<file path="src/rtl/mac_operand_feeder_pkg.sv">
// Shared types for the MAC operand feeder: operand/accumulator widths,
// FSM state encoding and the FIFO entry record.
package mac_operand_feeder_pkg;

  localparam int OP_W  = 16;
  localparam int ACC_W = 36;

  typedef enum logic [2:0] {
    IDLE,
    CLEAR,
    STREAM,
    DRAIN,
    HOLD
  } state_t;

  typedef struct packed {
    logic            last;
    logic [OP_W-1:0] a;
    logic [OP_W-1:0] b;
  } entry_t;

  localparam int ENTRY_W = $bits(entry_t);

endpackage

</file>
<file path="src/rtl/mac_operand_fifo.sv">
// Operand FIFO for the MAC feeder: wrap-around pointers, first-word
// fall-through read port, push refused whenever the FIFO is full.
module mac_operand_fifo #(
  parameter int DEPTH = 4,
  parameter int WIDTH = 33
) (
  input  logic             clk,
  input  logic             reset,
  input  logic             push,
  input  logic [WIDTH-1:0] pushData,
  input  logic             pop,
  output logic [WIDTH-1:0] popData,
  output logic             full,
  output logic             empty
);

  localparam int PTR_W = (DEPTH > 1) ? $clog2(DEPTH) : 1;

  logic [WIDTH-1:0] mem [DEPTH];
  logic [PTR_W-1:0] wrPtr;
  logic [PTR_W-1:0] rdPtr;
  logic [PTR_W:0]   count;
  logic             doPush;
  logic             doPop;

  assign full    = (count == (PTR_W+1)'(DEPTH));
  assign empty   = (count == '0);
  assign doPush  = push && !full;
  assign doPop   = pop && !empty;
  assign popData = mem[rdPtr];

  // Pointers wrap naturally because DEPTH is a power of two.
  always_ff @(posedge clk) begin
    if (!reset) begin
      wrPtr <= '0;
      rdPtr <= '0;
      count <= '0;
    end else begin
      if (doPush) wrPtr <= wrPtr + 1'b1;
      if (doPop)  rdPtr <= rdPtr + 1'b1;
      if (doPush && !doPop)
        count <= count + 1'b1;
      else if (!doPush && doPop)
        count <= count - 1'b1;
    end
  end

  always_ff @(posedge clk) begin
    if (doPush) mem[wrPtr] <= pushData;
  end

endmodule

</file>
<file path="src/rtl/mac_operand_feeder.sv">
// Streams buffered operand pairs into an external MAC, clearing it before
// each vector and capturing the dot product once the pipeline has drained.
module mac_operand_feeder
  import mac_operand_feeder_pkg::*;
#(
  parameter int DEPTH   = 4,
  parameter int MAC_LAT = 1,
  parameter int CNT_W   = 8
) (
  input  logic             clk,
  input  logic             reset,
  input  logic             in_valid,
  output logic             in_ready,
  input  logic [OP_W-1:0]  in_a,
  input  logic [OP_W-1:0]  in_b,
  input  logic             in_last,
  output logic [OP_W-1:0]  mac_a,
  output logic [OP_W-1:0]  mac_b,
  output logic             mac_clr_n,
  input  logic [ACC_W-1:0] mac_out,
  output logic             res_valid,
  input  logic             res_ready,
  output logic [ACC_W-1:0] res_data,
  output logic [CNT_W-1:0] res_count,
  output logic             busy
);

  localparam int DRAIN_W = $clog2(MAC_LAT + 2);

  state_t             state;
  state_t             nextState;
  entry_t             pushEntry;
  entry_t             headEntry;
  logic [ENTRY_W-1:0] headBits;
  logic               fifoFull;
  logic               fifoEmpty;
  logic               pop;
  logic [CNT_W-1:0]   pairCount;
  logic [DRAIN_W-1:0] drainCount;
  logic               drainDone;

  assign pushEntry = '{last: in_last, a: in_a, b: in_b};
  assign headEntry = entry_t'(headBits);
  assign in_ready  = !fifoFull;
  assign drainDone = (drainCount == DRAIN_W'(MAC_LAT));
  assign res_valid = (state == HOLD);
  assign busy      = (state != IDLE);

  mac_operand_fifo #(
    .DEPTH (DEPTH),
    .WIDTH (ENTRY_W)
  ) u_fifo (
    .clk      (clk),
    .reset    (reset),
    .push     (in_valid),
    .pushData (pushEntry),
    .pop      (pop),
    .popData  (headBits),
    .full     (fifoFull),
    .empty    (fifoEmpty)
  );

  always_ff @(posedge clk) begin
    if (!reset) state <= IDLE;
    else        state <= nextState;
  end

  // Pops happen only in STREAM, so nothing leaves the FIFO from DRAIN until IDLE.
  always_comb begin
    nextState = state;
    pop       = 1'b0;
    case (state)
      IDLE:   if (!fifoEmpty) nextState = CLEAR;
      CLEAR:  nextState = STREAM;
      STREAM: begin
        if (!fifoEmpty) begin
          pop = 1'b1;
          if (headEntry.last) nextState = DRAIN;
        end
      end
      DRAIN:  if (drainDone) nextState = HOLD;
      HOLD:   if (res_ready) nextState = IDLE;
      default: nextState = IDLE;
    endcase
  end

  // Registered MAC drive: clear is low exactly while in CLEAR; an empty
  // FIFO in STREAM yields zero operands, a bubble that adds nothing.
  always_ff @(posedge clk) begin
    if (!reset) begin
      mac_a      <= '0;
      mac_b      <= '0;
      mac_clr_n  <= 1'b0;
      pairCount  <= '0;
      drainCount <= '0;
      res_data   <= '0;
      res_count  <= '0;
    end else begin
      mac_clr_n <= (nextState != CLEAR);
      mac_a     <= pop ? headEntry.a : '0;
      mac_b     <= pop ? headEntry.b : '0;

      if (state == CLEAR)
        pairCount <= '0;
      else if (pop && (pairCount != '1))
        pairCount <= pairCount + 1'b1;

      if (state == DRAIN) drainCount <= drainCount + 1'b1;
      else                drainCount <= '0;

      // Last DRAIN cycle: the final product has reached mac_out.
      if ((state == DRAIN) && drainDone) begin
        res_data  <= mac_out;
        res_count <= pairCount;
      end
    end
  end

endmodule

</file>
<file path="config.mk">
export PLATFORM = sky130hd
export DESIGN_NAME = mac_operand_feeder
export DESIGN_NICKNAME = d
export VERILOG_FILES = /design/src/rtl/mac_operand_feeder_pkg.sv /design/src/rtl/mac_operand_fifo.sv /design/src/rtl/mac_operand_feeder.sv
export SDC_FILE = /design/constraint.sdc
export NUM_CORES = 1
export LEC_CHECK = 0
export CAP_MARGIN = 0
export CORE_ASPECT_RATIO = 1.75
export CORE_MARGIN = 10
export CORE_UTILIZATION = 50
export DETAILED_ROUTE_END_ITERATION = 6
export PLACE_DENSITY = 0.77
export SKIP_LAST_GASP = 1
export SLEW_MARGIN = 15
export SYNTH_ARGS = -nofsm -noshare
export SYNTH_HDL_FRONTEND = slang
export SYNTH_HIERARCHICAL = 1
export SYNTH_SLANG_ARGS = --single-unit
</file>
<file path="constraint.sdc">
create_clock -name clk -period 3.4 [get_ports clk]
set_input_delay 0.68 -clock clk [delete_from_list [all_inputs] [get_ports clk]]
set_output_delay 0.68 -clock clk [all_outputs]
set_load 0.05 [all_outputs]
</file>
Word-level counts from Yosys, hierarchy flattened
Memory sizes are Yosys's and may differ from the RTL's. A register that Yosys moved wholly into a read port is not among the register bits. Index checks and enable logic that the tools add are counted.

Word-level logic and storage cells: 58. Memory bits (read-only): 0. Register bits after elaboration: 97. RAM bits: 132. Bits in latches: 0. Memories kept: 1.

Div/mod/pow operators: 0. Multipliers: 0. Shifts and indexed selects: 0. Bitwise gates (word level): 1. $add $sub $neg: 6. Equal/unequal tests: 8. Magnitude comparators: 0. Muxes and demuxes: 14. Reduce and logical (&&, ||, !) cells: 17.

Memory list: u_fifo.mem (depth 4, width 33, rd ports 1, clocked after memory_dff 1, write ports 1, line mac_operand_fifo.sv:19) `logic [WIDTH-1:0] mem [DEPTH];`.

Operator list (count): 3-bit 2-to-1 mux (7); 3-bit one-hot mux with 5 select lines (1); 8-bit by 1-bit adder with 8-bit output (second input constant) (1); 8-bit inequality test (second input constant) (1); 2-bit by 1-bit adder with 2-bit output (second input constant) (3); 3-bit by 2-bit equality test with 1-bit output (second input constant) (2); 3-bit equality test (second input constant) (2); 1-bit logical AND (6); 3-bit zero test (2); 1-bit zero test (4); 1-bit 2-to-1 mux (4); 2-bit 2-to-1 mux (2); 2-bit AND reduction (2); 3-bit by 1-bit adder with 3-bit output (second input constant) (1); 3-bit by 1-bit equality test with 1-bit output (second input constant) (1); 3-bit by 1-bit inequality test with 1-bit output (second input constant) (1); 3-bit nonzero test (1); 3-bit by 1-bit subtractor with 3-bit output (second input constant) (1); 2-bit by 1-bit equality test with 1-bit output (second input constant) (1); 2-bit nonzero test (1); 2-bit OR reduction (1); 1-bit inverter (1).

Longest topological paths before layout
Gate-level depths: netlist of run 1.

Word-level depth: 7. Mapped depth: 11. Depth with buffers taken out: 9.

Modules after synthesis
The synthesis of run 1 kept the hierarchy.

By module, submodules not included: mac_operand_fifo (cells an instance 221, area an instance 5297.6 sq um, instances 1); mac_operand_feeder (cells an instance 332, area an instance 3153.0 sq um, instances 1).

Least setup slack after synthesis of run 1
OpenSTA, ideal clock, no wires.

Path type: register -> register. Start point: register u_fifo.count[0]. End point: register u_fifo.count[2]. Setup slack: 0.849 ns. Arrival: 2.475 ns. Clock period less this slack: 2.551 ns. Cell stages (with the launch flop): 12. Data required time: 3.324 ns. Path through: dfxtp_1 nor3_1 nor4b_4 buf_2 buf_2 o31ai_2 ha_1 inv_1 fa_1 xor2_1 or3_1 a21boi_0.

Longest elaborated chain between the ends: 7. Elaborated cells between the ends (all ways): 17. Those cells by class: add/sub (2); eq/ne (1); mux (4); reduce/logical (10).

Ends and longest elaborated chain: start: declaration (line mac_operand_fifo.sv:22) `logic [PTR_W:0] count;`; start signal: assignment (line mac_operand_fifo.sv:42) `count <= count + 1'b1;`; start signal: assignment (line mac_operand_fifo.sv:44) `count <= count - 1'b1;`; 3-bit zero test * (line mac_operand_fifo.sv:27) `assign empty = (count == '0);`; named net fifoEmpty (line mac_operand_feeder.sv:36) `logic fifoEmpty;`; 1-bit 2-to-1 mux * (line mac_operand_feeder.sv:76) `if (!fifoEmpty) begin`; 1-bit 2-to-1 mux * (line mac_operand_feeder.sv:72) `case (state)`; named net pop (line mac_operand_feeder.sv:37) `logic pop;`; 1-bit logical AND * (line mac_operand_fifo.sv:29) `assign doPop = pop && !empty;`; 1-bit zero test (line mac_operand_fifo.sv:41) `if (doPush && !doPop)`; 1-bit logical AND (line mac_operand_fifo.sv:41); 3-bit 2-to-1 mux / 2-bit nonzero test (equally long branches).

Mark *: on every way through the listed nets, which the timed path passes. The rest lies on a longest branch. The select of a mux whose other input is x is not followed. A chain may end at the register's enable or synchronous reset.

Worst setup path in the final report of run 1
Start point: register state[2]. End point: output res_valid.

Longest elaborated chain between the ends: 1.

Ends and longest elaborated chain: start: declaration (line mac_operand_feeder.sv:30) `state_t state;`; start signal: assignment (line mac_operand_feeder.sv:65) `else state <= nextState;`; 3-bit equality test (line mac_operand_feeder.sv:46) `assign res_valid = (state == HOLD);`; end: declaration (line mac_operand_feeder.sv:21) `output logic res_valid,`.

No other way between the ends.

==> impl_metrics.csv, run 1 <==
group,metric,value,unit
sta,maxSlewViolCount,0,
yosys,async_flop_share,0,
sta,fin_ws,0.660,ns
clocking,hold_buffers,0,
yosys,ys_seq_elements,231,
sta,period_minus_slack,2.74,ns
route,wl_met1,6980,um
sta,clock_skew,0.00718,ns
flow_run,drv_cap,0,
clocking,clk_pin_slew,0.06,ns
clocking,cts_tree,"done",
sta,tightest_slew,0.891,ns
route,wl_per_cell,18.7,um
yosys,post-synth-top-area-cell,"edfxtp_1",
clocking,post-cts-setup-buffer-count,0,
route,routed-wl-met2,9060,um
yosys,yosys-top-cells-count,"edfxtp_1, dfxtp_1, nand2_1",
global_route,gr-usage-all-layers,0.155,
clocking,cts_resized,0,
global_route,grt_pass1_vias,5266,
layout,n_antenna_cell,0,
sta,max_freq,365,MHz
yosys,synth_nets,634,
yosys,yosysMostFrequentCell,"edfxtp_1",
yosys,synth_area,0.00845,mm^2
sta,fin_setup_tns,0,ns
route,vias,4921,
die,initial_core_util,0.511,
die,core_area,0.0165,mm^2
clocking,ctsRootBufferMaster,"clkbuf_16",
power_and_ir_drop,power,6.50,mW
status,outcome,"completed",
place,dp_slack,0.434,ns
worst_setup_path,cp.arrival,2.06,ns
layout,post_route_cells_drive_above_1_share,0.114,
sta,rsz0062_at_grt,"false",
sta,setup_viol,0,
route,drc,0,
place,dp_hpwl,12000,um
sta,finalHoldViolations,0,
worst_setup_path,crit_fanout,8,
clocking,cts_num_sinks,231,
route,drtAntennaViolNets,0,
clocking,clk_latency,0.49,ns
clocking,ctsLongestPathBuffers,3,
yosys,netlist_instances,553,
die,dieArea,0.0227,mm^2
global_route,grt_pass1_wl,28400,um
power_and_ir_drop,ir_worst_vdd,478,uV
route,dr.pass1.iters,4,
sta,maxSlewHeadroom,0.406,
yosys,synth.area.top_cells,"edfxtp_1, dfxtp_1, mux4_2",
layout,final_nets,785,
die,die_x,118,um
route,highest_layer,"met4",
yosys,yosysSeqAreaShare,0.704,
layout,syn2layout_area_growth,27.0,%
yosys,syn_area_per_cell,15.3,um^2
worst_setup_path,setup.worst_path.start_class,"flop",
yosys,yosysWarningCount,6,
die,rows,62,
sta,fin_crit_sh,0.806,
min_path,hp-class,"flop to flop",
route,drt_iter0_drc,292,
power_and_ir_drop,leakagePower,3.67,nW
global_route,overflow,0,
global_route,grt_start_max_net_pins,62,
clocking,htreeDepth,1,
route,wl_met3,1160,um
yosys,synth_cell_types,41,
die,ios,153,
yosys,synth_top_area_frac,0.469,
yosys,synth_flop_cell,"edfxtp_1",
die,die-height,192,um
worst_setup_path,criticalPathCategory,"flop to output pin",
worst_setup_path,cp_data_required_time,2.72,ns
clocking,numCtsBuffers,20,
yosys,synth-edff-count,132,
global_route,antenna_found_initial,0,
place,gp_congestion,0.778,
route,wl,17700,um
power_and_ir_drop,powerDensity,606,mW/mm^2
route,avgViaCountPerCell,5.22,
worst_setup_path,crit_path_end_kind,"output pin",
place,portBuffers,152,
[worst max-delay path, stage by stage, from the launching register on]
cell and delay, ns:
dfxtp_1 0.54, and2_1 0.22, clkdlybuf4s50_1 0.82
[final timing paths]
path	cells past startpoint	startpoint	end	slack, ns
worst min register to register	1	drainCount[0]	drainCount[0]	0.44
worst max register to register	9	u_fifo/count[1]	u_fifo/count[2]	0.98
worst max-delay path	2	state[2]	res_valid	0.66
worst min-delay path	1	drainCount[0]	drainCount[0]	0.44
[area by class of cell]
class	instances	area (um^2)
fill	1224	5790
multi-input combinational	284	2270
tap	224	280
clock inverter	8	68.8
timing repair buffer	162	1590
clock buffer	28	552
sequential	231	5950
inverter	5	18.8
[registers in the layout, summed over array words and instances (netlist names), named ones only]
| register | cells |
|---|---|
| u_fifo/mem | 132 |
| u_fifo/count | 3 |
| mac_clr_n | 1 |
| state | 3 |
| drainCount | 2 |
| u_fifo/rdPtr | 2 |
| u_fifo/wrPtr | 2 |
| res_count | 8 |
| res_data | 36 |
| pairCount | 8 |
| mac_b | 16 |
| mac_a | 16 |
[routing by layer]
metal | vias up | track usage
met3 | 37 | 0.0365
li1 | 2320 | -
met2 | 173 | 0.280
met1 | 2391 | 0.174
met5 | - | 0
met4 | 0 | 0.0535
[logic make-up (layout without fill, tap and decap cells)]
family | Yosys count | in the layout | share of synthesized area
simple gates | 172 | 172 | 0.100
xor+xnor | 9 | 9 | 0.00933
mux | 37 | 37 | 0.0940
flops | 231 | 231 | 0.704
fa+ha+maj | 8 | 8 | 0.0127
compound gates | 58 | 58 | 0.0518
buf+inv | 38 | 203 | 0.0284
[where the power goes]
part           leakage, nW  internal (mW)  switching, mW
clock network        0.301           1.22          0.929
registers             2.01           3.23          0.140
logic                 1.36          0.441          0.545
total                 3.67           4.89           1.61
[cells in the final DEF (no fill, tap or decap), drive strengths merged, types with 2 or more instances in the layout]
cell           instances
nand3                  3
inv                    5
a21oi                  2
xnor2                  3
clkinvlp               2
mux4                  33
o21ai                  4
nor2                   9
or3                    4
and3                  35
edfxtp               132
ha                     7
o211ai                 2
a21boi                45
nand2                 96
nand4                  2
clkinv                 5
buf                   11
dfxtp                 99
clkdlybuf4s50        151
nor2b                  4
nor3                   4
nor3b                  2
and2                  10
mux2i                  4
clkbuf                28
xor2                   6
[per-stage QoR]
step,util,instance area [um^2],hold slack [ns],cells
3_3_place_gp,0.612,10100,0.420,906
6_report,0.649,10700,0.442,942
2_1_floorplan,-,8450,0.408,553
3_5_place_dp,0.612,10100,0.437,906
4_1_cts,0.649,10700,0.447,942
5_1_grt,0.649,10700,0.454,942
Note: power is estimated with default switching activity, not from simulation.
==> inputs of run 2 (changes only) <==
==> constraint.sdc (replaced) <==
create_clock -name clk -period 2.6 [get_ports clk]
set_input_delay 0.52 -clock clk [delete_from_list [all_inputs] [get_ports clk]]
set_output_delay 0.52 -clock clk [all_outputs]
set_load 0.05 [all_outputs]
==> run 2 against run 1 <==
Against the previous run: count of clock-buffer cells in the layout shrank 6; utilization increased by 0.76 points; combinational power is 41% higher; clock skew is 0.0087 ns higher; non-clock buffer count rose by 2; setup slack got worse by 0.61 ns; final cell count rose by 0.32%; global-route usage grew 0.10 points; clock power rose by 33%; die area did not move; hold slack improved by 0.0014 ns; critical path type unchanged; critical endpoint is now busy.
==> impl_metrics.csv, run 2 (synthesis results as in run 1) <==
group,metric,value,unit
place,dp_slack,0.00663,ns
sta,rsz0062_at_grt,"false",
worst_setup_path,crit_path_end_kind,"output pin",
die,initial_core_util,0.511,
layout,reg_top3,"u_fifo/mem (132), res_data (36)",
sta,fin_crit_sh,0.981,
flow_run,drv_cap,0,
layout,design_area,0.0109,mm^2
clocking,post-cts-setup-buffer-count,0,
power_and_ir_drop,powerDensity,795,mW/mm^2
sta,hold_ws,0.443,ns
global_route,gr-usage-all-layers,0.156,
route,dr.pass1.iters,4,
clocking,clk_pin_slew,0.06,ns
status,outcome,"completed",
power_and_ir_drop,power.share.sequential,0.508,
place,portBuffers,152,
worst_setup_path,cp.arrival,2.03,ns
power_and_ir_drop,switchingPower,2.17,mW
route,wl_per_cell,19.0,um
route,wl_met3,1090,um
layout,syn2layout_area_growth,28.5,%
clocking,clk_latency,0.49,ns
route,drc,0,
place,dp_hpwl,12300,um
sta,clock_skew,0.0159,ns
die,die-height,192,um
place,gp_congestion,0.789,
min_path,hp-class,"flop to flop",
worst_setup_path,slowest_delay,0.73,ns
route,drt_iter0_drc,350,
layout,largest_reg_flops,132,
clocking,ctsRootBufferMaster,"clkbuf_16",
route,wl_met1,7070,um
place,place_area,0.0102,mm^2
worst_setup_path,criticalPathCategory,"flop to output pin",
power_and_ir_drop,leakagePower,3.74,nW
die,core_area,0.0165,mm^2
die,ios,153,
sta,maxSlewViolCount,0,
global_route,antenna_found_initial,0,
die,dieArea,0.0227,mm^2
worst_setup_path,crit_chain,"or3_1, clkdlybuf4s50_1",
power_and_ir_drop,p_sw_frac,0.251,
route,vias,4947,
power_and_ir_drop,power,8.63,mW
layout,layout_commonest_cell,"clkdlybuf4s50_1",
layout,post_route_cells_drive_above_1_share,0.126,
layout,final_cell_mix,"clkdlybuf4s50_1, edfxtp_1, dfxtp_1, nand2_1, a21boi_0",
worst_setup_path,slowest_stage,"clkdlybuf4s50_1",
global_route,overflow,0,
route,routed-wl-met2,9440,um
clocking,htreeDepth,1,
power_and_ir_drop,ir_worst_vdd,707,uV
sta,fin_ws,0.0491,ns
sta,max_freq,392,MHz
route,wl,17900,um
worst_setup_path,cp_data_required_time,2.08,ns
clocking,cts_num_sinks,231,
layout,final_nets,788,
sta,fin_setup_tns,0,ns
clocking,cts_tree,"done",
sta,period_minus_slack,2.55,ns
global_route,grt_pass1_vias,5344,
worst_setup_path,setup.worst_path.start_class,"flop",
layout,n_antenna_cell,0,
sta,finalHoldViolations,0,
global_route,grt_start_max_net_pins,45,
sta,tightest_slew,0.896,ns
power_and_ir_drop,clock_power_share,0.330,
sta,setup_viol,0,
worst_setup_path,crit_fanout,8,
power_and_ir_drop,pwr-share-comb,0.161,
route,avgViaCountPerCell,5.23,
layout,largest_register,"u_fifo/mem",
route,drtAntennaViolNets,0,
die,rows,62,
route,highest_layer,"met4",
die,die_x,118,um
sta,maxSlewHeadroom,0.403,
global_route,grt_pass1_wl,28600,um
clocking,numCtsBuffers,21,
power_and_ir_drop,p_int,6.46,mW
clocking,ctsLongestPathBuffers,3,
[run 2: cell types whose count changed in the layout (fill, tap and decap cells not counted), sizes merged]
cell	before	now
inv	5	7
clkdlybuf4s50	151	150
buf	11	13
dlymetal6s2s	0	1
clkbuf	28	22
clkinv	5	10
[run 2: what timing repair did]
| item | in CTS | in global routing |
|---|---|---|
| endpoints found under the setup margin | 0 | 1 |
| hold buffers | 0 | 0 |
| gates resized for setup | 0 | 1 |
[run 2: power groups by stage]
stage / Clock (mW) / Combinational [mW] / Sequential, mW
after floorplan: 0 / 0.795 / 4.56
after global placement: 0 / 1.37 / 4.43
after detailed placement: 0 / 1.41 / 4.47
after CTS: 2.92 / 1.42 / 4.39
after global routing: 3.08 / 1.50 / 4.42
final: 2.85 / 1.39 / 4.38
[run 2: worst max-delay path, delay by kind of cell, from the launching register on]
kind	cells	cell delay (ns)
buf+inv	1	0.73
flops	1	0.41
simple gates	1	0.40
[run 2: final timing paths]
check	depth (start not counted)	end	slack, ns	start
worst min register to register	1	drainCount[0]	0.44	drainCount[0]
worst min-delay path	1	drainCount[0]	0.44	drainCount[0]
worst max-delay path	2	busy	0.05	state[2]
worst max register to register	10	u_fifo/count[2]	0.21	u_fifo/count[1]
[run 2: routing by layer]
metal / vias up / track usage
li1: 2323 / -
met1: 2419 / 0.174
met2: 181 / 0.290
met3: 24 / 0.0320
met4: 0 / 0.0478
met5: - / 0
[run 2: layout make-up]
cell class              count  area [um^2]
clock buffers              22          533
clock inverters            15          109
fillers                  1183         5670
inverters                   5         18.8
multi-input cells         284         2270
flip-flops and latches    231         5950
well taps                 224          280
repair buffers            164         1700
[run 2: metrics by stage]
step / utilization / std cells
after floorplan: - / 553
after global placement: 0.618 / 908
after detailed placement: 0.618 / 908
after CTS: 0.657 / 945
after global routing: 0.657 / 945
final: 0.657 / 945
